$ cat config.mk
export PLATFORM = sky130hd
export DESIGN_NAME = seq_pattern_tx_flat
export DESIGN_NICKNAME = d
export VERILOG_FILES = /design/src/rtl/seq_pattern_tx_if.sv /design/src/rtl/seq_pattern_tx.sv /design/src/flat_wrapper.sv
export SDC_FILE = /design/constraint.sdc
export NUM_CORES = 1
export LEC_CHECK = 0
export CAP_MARGIN = 40
export CORE_MARGIN = 1.5
export CORE_UTILIZATION = 39
export CTS_CLUSTER_DIAMETER = 80
export DETAILED_ROUTE_END_ITERATION = 16
export HOLD_SLACK_MARGIN = 0.05
export PLACE_DENSITY_LB_ADDON = 0.15
export SLEW_MARGIN = 5
export SYNTH_ARGS = -nofsm -noshare
export SYNTH_HDL_FRONTEND = slang
export SYNTH_SLANG_ARGS = --single-unit
$ cat constraint.sdc
create_clock -name clk -period 4 [get_ports clk]
set_clock_uncertainty 0.1 [all_clocks]
set_input_delay 0.8 -clock clk [delete_from_list [all_inputs] [get_ports clk]]
set_output_delay 0.8 -clock clk [all_outputs]
set_load 0.01 [all_outputs]
$ cat src/rtl/seq_pattern_tx_if.sv
// Handshake/data bundle between a pattern source and the serial pattern transmitter.
// The master drives the request and strobes; the slave (transmitter) drives the serial stream and status.
interface seq_pattern_tx_if #(
  parameter int MAX_LEN = 16,
  parameter int LEN_W   = 5,
  parameter int CNT_W   = 8
);
  logic               start;
  logic [MAX_LEN-1:0] pattern;
  logic [LEN_W-1:0]   len;
  logic [CNT_W-1:0]   repeat_cnt;
  logic [CNT_W-1:0]   gap;
  logic               bit_en;
  logic               abort;
  logic               x_out;
  logic               x_valid;
  logic               busy;
  logic               done;

  modport master (
    output start, pattern, len, repeat_cnt, gap, bit_en, abort,
    input  x_out, x_valid, busy, done
  );

  modport slave (
    input  start, pattern, len, repeat_cnt, gap, bit_en, abort,
    output x_out, x_valid, busy, done
  );
endinterface

$ cat src/rtl/seq_pattern_tx.sv
// Serial pattern transmitter: shifts pattern[len-1:0] out MSB first, one bit per bit_en tick,
// repeated repeat_cnt times with gap idle ticks between passes; all outputs registered.
module seq_pattern_tx #(
  parameter int MAX_LEN = 16,
  parameter int LEN_W   = 5,
  parameter int CNT_W   = 8
) (
  input logic         clk,
  input logic         rst_n,
  seq_pattern_tx_if.slave bus
);
  localparam int IDX_W = (MAX_LEN > 1) ? $clog2(MAX_LEN) : 1;
  localparam logic [LEN_W-1:0] MAX_LEN_L = LEN_W'(MAX_LEN);

  typedef enum logic [1:0] {IDLE, SEND, GAP, FIN} state_t;

  state_t             state;
  logic [MAX_LEN-1:0] pat_q;
  logic [LEN_W-1:0]   len_q;
  logic [IDX_W-1:0]   idx;
  logic [CNT_W-1:0]   rep_left;
  logic [CNT_W-1:0]   gap_q;
  logic [CNT_W-1:0]   gap_left;
  logic               x_out_q;
  logic               x_valid_q;
  logic               busy_q;
  logic               done_q;

  logic [LEN_W-1:0]   len_clamp;
  logic               last_rep;

  assign len_clamp = (bus.len > MAX_LEN_L) ? MAX_LEN_L : bus.len;
  assign last_rep  = (rep_left == CNT_W'(1));

  always_ff @(posedge clk or negedge rst_n) begin
    if (!rst_n) begin
      state     <= IDLE;
      pat_q     <= '0;
      len_q     <= '0;
      idx       <= '0;
      rep_left  <= '0;
      gap_q     <= '0;
      gap_left  <= '0;
      x_out_q   <= 1'b0;
      x_valid_q <= 1'b0;
      busy_q    <= 1'b0;
      done_q    <= 1'b0;
    end else begin
      x_valid_q <= 1'b0;
      done_q    <= 1'b0;
      case (state)
        IDLE: begin
          // busy_q still high here means this is the done cycle, where start is ignored
          busy_q <= 1'b0;
          if (bus.start && !bus.abort && !busy_q) begin
            pat_q    <= bus.pattern;
            len_q    <= len_clamp;
            rep_left <= bus.repeat_cnt;
            gap_q    <= bus.gap;
            idx      <= IDX_W'(len_clamp - LEN_W'(1));
            busy_q   <= 1'b1;
            if (len_clamp == LEN_W'(0) || bus.repeat_cnt == CNT_W'(0))
              state <= FIN;
            else
              state <= SEND;
          end
        end

        SEND: begin
          if (bus.abort) begin
            state   <= IDLE;
            busy_q  <= 1'b0;
            x_out_q <= 1'b0;
          end else if (bus.bit_en) begin
            x_out_q   <= pat_q[idx];
            x_valid_q <= 1'b1;
            if (idx == IDX_W'(0)) begin
              if (!last_rep) begin
                rep_left <= rep_left - CNT_W'(1);
                if (gap_q != CNT_W'(0)) begin
                  state    <= GAP;
                  gap_left <= gap_q;
                end else begin
                  idx <= IDX_W'(len_q - LEN_W'(1));
                end
              end else begin
                state <= FIN;
              end
            end else begin
              idx <= idx - IDX_W'(1);
            end
          end
        end

        GAP: begin
          x_out_q <= 1'b0;
          if (bus.abort) begin
            state  <= IDLE;
            busy_q <= 1'b0;
          end else if (bus.bit_en) begin
            if (gap_left == CNT_W'(1)) begin
              state <= SEND;
              idx   <= IDX_W'(len_q - LEN_W'(1));
            end else begin
              gap_left <= gap_left - CNT_W'(1);
            end
          end
        end

        FIN: begin
          state <= IDLE;
          if (bus.abort) begin
            busy_q  <= 1'b0;
            x_out_q <= 1'b0;
          end else begin
            done_q <= 1'b1;
          end
        end

        default: begin
          state  <= IDLE;
          busy_q <= 1'b0;
        end
      endcase
    end
  end

  assign bus.x_out   = x_out_q;
  assign bus.x_valid = x_valid_q;
  assign bus.busy    = busy_q;
  assign bus.done    = done_q;
endmodule

$ cat src/flat_wrapper.sv
// flat-port wrapper written by rule: the top's interface ports become plain ports
module seq_pattern_tx_flat 
#(
  parameter int MAX_LEN = 16,
  parameter int LEN_W   = 5,
  parameter int CNT_W   = 8
)
  (clk, rst_n, bus_start, bus_pattern, bus_len, bus_repeat_cnt, bus_gap, bus_bit_en, bus_abort, bus_x_out, bus_x_valid, bus_busy, bus_done);
  seq_pattern_tx_if #(.MAX_LEN(MAX_LEN), .LEN_W(LEN_W), .CNT_W(CNT_W)) bus_i ();
  input logic clk;
  input logic rst_n;
  input wire logic [$bits(bus_i.start)-1:0] bus_start;
  input wire logic [$bits(bus_i.pattern)-1:0] bus_pattern;
  input wire logic [$bits(bus_i.len)-1:0] bus_len;
  input wire logic [$bits(bus_i.repeat_cnt)-1:0] bus_repeat_cnt;
  input wire logic [$bits(bus_i.gap)-1:0] bus_gap;
  input wire logic [$bits(bus_i.bit_en)-1:0] bus_bit_en;
  input wire logic [$bits(bus_i.abort)-1:0] bus_abort;
  output wire logic [$bits(bus_i.x_out)-1:0] bus_x_out;
  output wire logic [$bits(bus_i.x_valid)-1:0] bus_x_valid;
  output wire logic [$bits(bus_i.busy)-1:0] bus_busy;
  output wire logic [$bits(bus_i.done)-1:0] bus_done;
  assign bus_i.start = bus_start;
  assign bus_i.pattern = bus_pattern;
  assign bus_i.len = bus_len;
  assign bus_i.repeat_cnt = bus_repeat_cnt;
  assign bus_i.gap = bus_gap;
  assign bus_i.bit_en = bus_bit_en;
  assign bus_i.abort = bus_abort;
  assign bus_x_out = bus_i.x_out;
  assign bus_x_valid = bus_i.x_valid;
  assign bus_busy = bus_i.busy;
  assign bus_done = bus_i.done;
  seq_pattern_tx #(.MAX_LEN(MAX_LEN), .LEN_W(LEN_W), .CNT_W(CNT_W)) u_core (.clk(clk), .rst_n(rst_n), .bus(bus_i));
endmodule
# ---- After elaboration in Yosys (flattened, before gate mapping)
# Cells that the tools add are included.
dict set report word_totals {
  elab_cells 113
  register_bits 54
  input_bits 42
  out_inout_bits 4
}
dict set report op_classes {
  n_lt_le_gt_ge 2
  reduce_logical 21
  n_eq_ne 24
  addsub 5
  mux 50
}
# op n
set op_table {}
lappend op_table {{8-bit two-way mux} 13}
lappend op_table {{4-bit two-way mux} 9}
lappend op_table {{8-bit one-hot mux with 2 select lines} 2}
lappend op_table {{2-bit two-way mux} 10}
lappend op_table {{9-bit AND reduction} 2}
lappend op_table {{8-bit by 1-bit == test with 1-bit output (second input constant)} 2}
lappend op_table {{8-bit by 1-bit subtractor with 8-bit output (second input constant)} 2}
lappend op_table {{2-bit inequality test (second input constant)} 7}
lappend op_table {{3-bit inequality test (second input constant)} 4}
lappend op_table {{4-bit one-hot mux with 3 select lines} 1}
lappend op_table {{6-bit AND reduction} 2}
lappend op_table {{4-bit by 1-bit subtractor with 4-bit output (second input constant)} 3}
lappend op_table {{1-bit two-way mux} 10}
lappend op_table {{2-bit by 1-bit inequality test with 1-bit output (second input constant)} 5}
lappend op_table {{8-bit zero test} 1}
lappend op_table {{2-bit one-hot mux with 4 select lines} 1}
lappend op_table {{8-bit nonzero test} 1}
lappend op_table {{3-bit by 2-bit inequality test with 1-bit output (second input constant)} 2}
lappend op_table {{3-bit nonzero test} 2}
lappend op_table {{5-bit greater-than comparator (second input constant)} 1}
lappend op_table {{5-bit zero test} 1}
lappend op_table {{4-bit by 5-bit < comparator with 1-bit output (second input constant)} 1}
lappend op_table {{5-bit two-way mux} 1}
lappend op_table {{1-bit binary-select mux with 4-bit select} 1}
lappend op_table {{14 further kinds} 18}

# ---- Logic depth before layout (Yosys ltp)
# Gate-level depths: netlist (run 1).
dict set report depth {
  word_depth 7
  depth_mapped 9
  ltp_nobuf 7
}

# ---- Worst setup path after synthesis (run 1)
# OpenSTA, ideal clock, no wires.
dict set report synth_path {
  path_type {register to register}
  from {register u_core.idx[1]}
  to {register u_core.gap_left[2]}
  setup_slack_ps 1649
  t_required_ps 3776
  n_path_buf 1
  period_less_slack_ps 2351
  setup_ps 124
  arrival_ps 2127
  path_stages_with_launch 9
  path_cell_list {dfrtp_1 clkbuf_1 inv_1 ha_1 or3b_4 a32oi_4 and4b_4 o21ai_4 a211o_1}
}
dict set report synth_via {
  elab_chain_len 3
}
# element line
set synth_rtl {}
lappend synth_rtl {{start: declaration} seq_pattern_tx.sv:20} ;# logic [IDX_W-1:0] idx;
lappend synth_rtl {{start signal: assignment} seq_pattern_tx.sv:60} ;# idx <= IDX_W'(len_clamp - LEN_W'(1));
lappend synth_rtl {{start signal: assignment} seq_pattern_tx.sv:84} ;# idx <= IDX_W'(len_q - LEN_W'(1));
lappend synth_rtl {{start signal: assignment} seq_pattern_tx.sv:90} ;# idx <= idx - IDX_W'(1);
lappend synth_rtl {{4-bit zero test} seq_pattern_tx.sv:77} ;# if (idx == IDX_W'(0)) begin
lappend synth_rtl {{2-bit by 1-bit inequality test with 1-bit output (no line)} n/a}
lappend synth_rtl {{9-bit AND reduction (no line)} n/a}
lappend synth_rtl {{end signal: assignment} seq_pattern_tx.sv:82} ;# gap_left <= gap_q;
lappend synth_rtl {{end signal: assignment} seq_pattern_tx.sv:105} ;# gap_left <= gap_left - CNT_W'(1);
lappend synth_rtl {{end: declaration} seq_pattern_tx.sv:23} ;# logic [CNT_W-1:0] gap_left;
# Every way passes these cells.
# A chain may end at the register's enable or synchronous reset.

# ---- Worst setup path in the final report (run 1)
dict set report layout_path {
  from {register u_core.state[1]}
  to {register u_core.gap_left[7]}
}
dict set report layout_via {
  elab_chain_len 3
  word_cells_on_any_way 13
  cone_classes {eq/ne (10); mux (1); reduce/logical (2)}
}
# element line
set layout_rtl {}
lappend layout_rtl {{start: declaration} seq_pattern_tx.sv:17} ;# state_t state;
lappend layout_rtl {{start signal: assignment} seq_pattern_tx.sv:37} ;# state <= IDLE;
lappend layout_rtl {{start signal: assignment} seq_pattern_tx.sv:63} ;# state <= FIN;
lappend layout_rtl {{start signal: assignment} seq_pattern_tx.sv:65} ;# state <= SEND;
lappend layout_rtl {{2-bit == test / 2-bit by 1-bit == test with 1-bit output (equally long branches)} seq_pattern_tx.sv:51} ;# case (state)
lappend layout_rtl {{2-bit inequality test (no line), or another cell as far along} n/a}
lappend layout_rtl {{9-bit AND reduction (no line)} n/a}
# Several ways; a longest one is shown, not always the timed one.

==> flow_summary_export.csv, run 1 <==
group,metric,value,unit
run_status,outcome,"finished clean",
route,initialDrtViolationCount,180,
cts,cts_resized,0,
sta,rsz0062_at_grt,"no",
pwr,pwr_density_cell,720,mW/mm2
die,rows,33,
cts,cts_setup_buffers,0,
pwr,total_power,2.80,mW
critical_path,end_kind,"flip-flop",
die,die_h,94.4,um
route,drt-met1-wl,3730,um
synth,synthesis.area,0.00326,mm2
min_path,hold_path_class,"flip-flop to flip-flop",
route,drc,0,
placement,gp_congestion,0.789,
synth,synth_area_per_cell,9.00,um2
placement,dp_hpwl,5400,um
synth,yosys_warnings,0,
synth,synth_top_family_by_area,"simple AND/OR/NAND/NOR gates",
synth,synth_xor_area_share,1.07,%
critical_path,startpoint_type,"flip-flop",
placement,dp_cells,498,
synth,synth_edf_count,0,
grt,grt.total_usage,18.4,%
route,post_drt_wl_per_cell,14.9,um
critical_path,worstPathArrival,2.94,ns
pwr,p_leak,1.70,nW
sta,worst_slack,1.18,ns
run,drv_cap,0,
cts,cts_max_level,2,
final_layout,drive_gt1_share,8.48,%
synth,ys_types,61,
synth,async_flop_share,100,%
sta,period_minus_slack,2.82,ns
cts,cts_sinks,54,
synth,synth_nets,415,
pwr,ir_worst_vdd,249,uV
critical_path,cp_max_fo,23,
sta,drv_slew,0,
cts,cts_buffers,5,
sta,setup_viol_count_final,0,
die,dieArea,0.00892,mm2
route,vias,2727,
final_layout,fillers,798,
final_layout,antennaDiodeCount,0,
route,drt_pass1_iterations,4,
grt,overflow,0,
placement,port-buffer-count,45,
cts,clockBufferDepth,2,
die,core_area,0.00818,mm2
route,ant_nets,0,
sta,relSlewSlack,44.2,%
critical_path,critPathRequiredTime,4.11,ns
grt,grt_max_degree,37,
sta,fmax,354,MHz
die,initial_core_util,39.9,%
sta,hold_viol,0,
cts,cts_root_buf,"clkbuf_8",
synth,synth_compound_area_share,16.9,%
final_layout,nets,453,
synth,muxShareOfSynthArea,6.60,%
grt,antenna_found_initial,0,
cts,clk_pin_slew_worst_paths,0.11,ns
route,wl,7540,um
synth,ys.flop_type,"dfrtp_1",
die,die_w,94.4,um
synth,synthSimpleGateAreaFrac,25.2,%
sta,worst_pin_slew,0.837,ns
final_layout,stdcell_count,506,
sta,fin_crit_sh,70.6,%
final_layout,syn2layout_area_growth,19.4,%
synth,synth_top_cell_by_area,"dfrtp_1",
die,ios,46,
route,via_per_inst,5.39,
cts,clock_latency,0.32,ns
synth,seq_area_frac_synth,41.5,%
cts,cts_tree,"built",
synth,netlist_top_cells_area,"dfrtp_1 (41%), nand2_1 (11%), ha_1 (4.2%)",
cts,cts_hold_buffers,0,
route,wl_met2,3330,um
synth,synthAdderAreaFrac,4.22,%
grt,grt_pass1_wl,12900,um
synth,synth-seq-cells,54,
route,top_layer_used,"met4",
synth,synth_cells,362,
sta,fin_tns_setup,0,ns
placement,dp_slack,1.06,ns
synth,synth_top_area_share,41.5,%
critical_path,critPathKind,"flip-flop to flip-flop",
route,dr_wl_met3,370,um
grt,grt_pass1_vias,2620,
## synthesized netlist by cell type (2+ instances only)
cell	n
or3_1	4
xor2_1	3
nand3_1	2
buf_1	3
nand2b_1	6
mux2_1	3
nor4_1	6
o211ai_1	3
ha_1	11
a21oi_1	17
nor3b_2	2
and2_1	2
mux2i_1	8
inv_1	17
clkbuf_1	11
a211oi_1	2
nand2_1	93
o21ai_0	23
nor2_1	7
nor3b_1	2
a21boi_0	2
nand3b_1	4
o31ai_1	4
and3_1	5
a31oi_1	2
nand4_1	5
nor2b_1	5
a211o_1	4
nor3_1	10
o22ai_1	7
dfrtp_1	54
mux4_2	4
buf_2	3
## per-stage QoR
step / hold WS, ns / area, um2 / utilization [%]
2_1_floorplan: 0.340 / 3260 / -
3_3_place_gp: 0.355 / 3780 / 46.3
3_5_place_dp: 0.361 / 3800 / 46.4
4_1_cts: 0.388 / 3890 / 47.6
5_1_grt: 0.406 / 3890 / 47.6
6_report: 0.381 / 3890 / 47.6
## kinds of logic after synthesis
family          Yosys count
compound gates           79
xor+xnor                  4
fa+ha+maj                11
buf+inv                  36
flops                    54
mux                      16
simple gates            162
## layer usage
metal,vias to the layer above,GRT usage [%]
met4,0,5.60
met5,-,0
li1,1351,-
met2,84,29.3
met1,1282,25.9
met3,10,2.82
## flip-flops by register name, summed over array words and instances, names as in the netlist
register and cells:
u_core.pat_q 16, u_core.gap_q 8, u_core.gap_left 8, u_core.bus.x_valid 1, u_core.bus.busy 1, u_core.len_q 4, u_core.idx 4, u_core.bus.done 1
u_core.state 2, u_core.bus.x_out 1, u_core.rep_left 8
## cell type report
type	instances	area, um2	share of cell area (%)
Multi-Input combinational cell	272	1760	45.2
Inverter	17	63.8	1.64
Sequential cell	54	1350	34.7
Clock inverter	3	25.0	0.643
Timing Repair Buffer	50	490	12.6
Tap cell	105	131	3.38
Clock buffer	5	68.8	1.77
## power by group
group	internal (mW)	total [mW]	leakage (nW)	switching, mW
sequential	0.792	1.05	0.674	0.254
combinational	0.664	1.43	0.982	0.767
clock	0.127	0.326	0.0447	0.199
## worst max-delay path, cell delays in order, from the launching register on
cell	delay [ns]
dfrtp_1	0.41
inv_1	0.10
ha_1	0.71
inv_1	0.31
a22oi_1	0.33
and4b_4	0.27
a31o_2	0.25
a211o_1	0.22
## final timing paths
kind	from	end	slack, ns	cells past startpoint
setup / recovery	u_core.state[1]	u_core.gap_left[7]	1.18	7
hold / removal	u_core.pat_q[7]	u_core.pat_q[7]	0.38	2
setup reg to reg	u_core.state[1]	u_core.gap_left[7]	1.18	7
hold reg to reg	u_core.pat_q[7]	u_core.pat_q[7]	0.38	2
max in group asynchronous	rst_n	u_core.rep_left[1]	2.57	2
min in group asynchronous	rst_n	u_core.gap_q[6]	0.45	1
## layout by cell type, fill, tap and decap left out, types with 3 or more instances in the layout
cell type        instances
mux2i_1                  8
a211o_1                  4
nor4_1                   6
buf_4                    4
nand2_1                 93
ha_1                    11
o22ai_1                  7
or3_1                    4
nor3_1                  10
o21ai_0                 23
dfrtp_1                 54
nand4_1                  5
and3_1                   5
clkbuf_8                 5
nor2b_1                  5
nor2_1                   7
mux4_2                   4
o211ai_1                 3
o31ai_1                  4
nand3b_1                 4
nand2b_1                 6
clkdlybuf4s50_1         44
xor2_1                   3
mux2_1                   3
a21oi_1                 17
inv_1                   17
Note: power is estimated with default switching activity, not from simulation.
==> inputs of run 2 (changes only) <==
==> constraint.sdc (replaced) <==
create_clock -name clk -period 2.6 [get_ports clk]
set_clock_uncertainty 0.1 [all_clocks]
set_input_delay 0.52 -clock clk [delete_from_list [all_inputs] [get_ports clk]]
set_output_delay 0.52 -clock clk [all_outputs]
set_load 0.01 [all_outputs]
==> run 2 against run 1 <==
Effect of this change: die area unchanged; register-to-register slack got worse by 0.95 ns; final cell count increased by 2.6%; fmax increased by 19%; critical path depth unchanged; largest power group unchanged.
==> flow_summary_export.csv, run 2 (synthesis gave the netlist of run 1 again) <==
group,metric,value,unit
run_status,outcome,"finished clean",
placement,port-buffer-count,45,
sta,worst_pin_slew,0.593,ns
cts,clockBufferDepth,2,
cts,clk_pin_slew_worst_paths,0.10,ns
critical_path,critPathKind,"flip-flop to flip-flop",
final_layout,layout_commonest_cell,"nand2_1",
route,wl,7630,um
min_path,hold_path_class,"input port to async pin",
placement,dp_slack,0.0572,ns
critical_path,end_kind,"flip-flop",
critical_path,startpoint_type,"flip-flop",
final_layout,regMostFlops,"u_core.pat_q",
sta,holdWs,0.0700,ns
cts,cts_tree,"built",
final_layout,ff_latch_area,0.00135,mm2
run,drv_cap,0,
die,core_area,0.00818,mm2
grt,grt_pass1_vias,2792,
final_layout,nets,466,
die,initial_core_util,39.9,%
sta,fmax,422,MHz
critical_path,reg2reg_slack,0.23,ns
route,drc,0,
critical_path,path_cells,"inv_1 -> ha_1 -> or3b_4 -> a32oi_4 -> nand4b_2 -> nor4_1 -> a211o_1",
critical_path,cp_max_fo,10,
grt,grt.total_usage,18.9,%
route,drt_pass1_iterations,4,
sta,relSlewSlack,60.1,%
sta,worst_slack,0.228,ns
final_layout,utilization,49.0,%
die,die_h,94.4,um
pwr,pwr_density_cell,1120,mW/mm2
critical_path,worstPathArrival,2.53,ns
placement,gp_congestion,0.820,
final_layout,largest_reg_flops,16,
cts,cts_buffers,5,
final_layout,mostFrequentLayoutCells,"nand2_1 (93), dfrtp_1 (54), clkdlybuf4s50_1 (44), o21ai_0 (23)",
grt,antenna_found_initial,0,
critical_path,rr_worst_depth,7,
cts,cts_hold_buffers,0,
critical_path,crit_buf_inv,1,
grt,met1_usage,26.0,%
sta,fin_crit_sh,91.2,%
final_layout,antennaDiodeCount,0,
cts,cts_root_buf,"clkbuf_8",
critical_path,max_stage_delay,0.43,ns
die,die_w,94.4,um
grt,use_met3,3.38,%
grt,grt_use_met2,30.8,%
critical_path,slowest_stage,"or3b_4",
sta,hold_viol,0,
sta,fin_tns_setup,0,ns
pwr,ir_worst_vdd,347,uV
cts,cts_resized,0,
final_layout,multiInputGateArea,0.00176,mm2
die,rows,33,
critical_path,reg2reg_to,"u_core.gap_left[5]",
final_layout,syn2layout_area_growth,22.9,%
grt,grt.busiest_layer,"met2",
cts,cts_setup_buffers,0,
pwr,total_power,4.50,mW
final_layout,fillers,817,
sta,setup_viol_count_final,0,
placement,dp_hpwl,5530,um
critical_path,timing.critical_path.max_delay_family,"simple AND/OR/NAND/NOR gates",
route,vias,2746,
route,via_per_inst,5.29,
critical_path,r2r-start,"u_core.idx[1]",
die,ios,46,
grt,overflow,0,
grt,grt_max_degree,35,
sta,rsz0062_at_grt,"no",
cts,clock_latency,0.31,ns
sta,period_minus_slack,2.37,ns
route,initialDrtViolationCount,140,
sta,drv_slew,0,
die,dieArea,0.00892,mm2
pwr,p_leak,1.77,nW
final_layout,drive_gt1_share,10.9,%
cts,cts_max_level,2,
route,ant_nets,0,
route,post_drt_wl_per_cell,14.7,um
grt,grt_pass1_wl,13300,um
critical_path,critPathRequiredTime,2.76,ns
cts,cts_sinks,54,
-- run 2: worst max-delay path by stage --
stage | startpoint | end | cells past startpoint
after floorplan | u_core.idx[1] | u_core.gap_left[2] | 8
after global placement | bus_abort | u_core.idx[3] | 6
after detailed placement | bus_abort | u_core.idx[2] | 6
after CTS | u_core.idx[1] | u_core.gap_left[5] | 7
after global routing | u_core.idx[1] | u_core.gap_left[5] | 7
final | u_core.idx[1] | u_core.gap_left[5] | 7
-- run 2: power breakdown --
| part | switching [mW] | internal [mW] | total [mW] | leakage (nW) |
|---|---|---|---|---|
| registers | 0.343 | 1.22 | 1.56 | 0.674 |
| clock network | 0.279 | 0.289 | 0.568 | 0.0524 |
| logic | 1.26 | 1.11 | 2.37 | 1.05 |
| total | 1.88 | 2.62 | 4.50 | 1.77 |
-- run 2: per-layer routing --
layer	vias to the layer above	part of all wire [%]
li1	1378	-
met1	1305	50
met2	53	45
met3	10	3.4
met4	0	1.7
met5	-	0
-- run 2: area by class of cell --
cell class / instances / share of cell area (%)
clock buffer: 7 / 1.91
clock inverter: 1 / 0.750
inverter: 17 / 1.59
multi-input combinational: 272 / 43.9
sequential: 54 / 33.7
tap: 105 / 3.28
timing repair buffer: 63 / 14.8
-- run 2: through the flow --
| step | area, um2 | instances |
|---|---|---|
| detailed placement | 3900 | 511 |
| global route | 4010 | 519 |
| floorplan | 3260 | 362 |
| finish | 4010 | 519 |
| global placement | 3900 | 511 |
| CTS | 4010 | 519 |
==> inputs of run 3 (changes only) <==
--- a/config.mk
+++ b/config.mk
@@ -5,7 +5,7 @@
 export SDC_FILE = /design/constraint.sdc
 export NUM_CORES = 1
 export LEC_CHECK = 0
-export CAP_MARGIN = 40
+export CAP_MARGIN = 20
 export CORE_MARGIN = 1.5
 export CORE_UTILIZATION = 39
 export CTS_CLUSTER_DIAMETER = 80
==> results of run 3 <==
Final layout, timing and power as in run 2 (identical DEF).
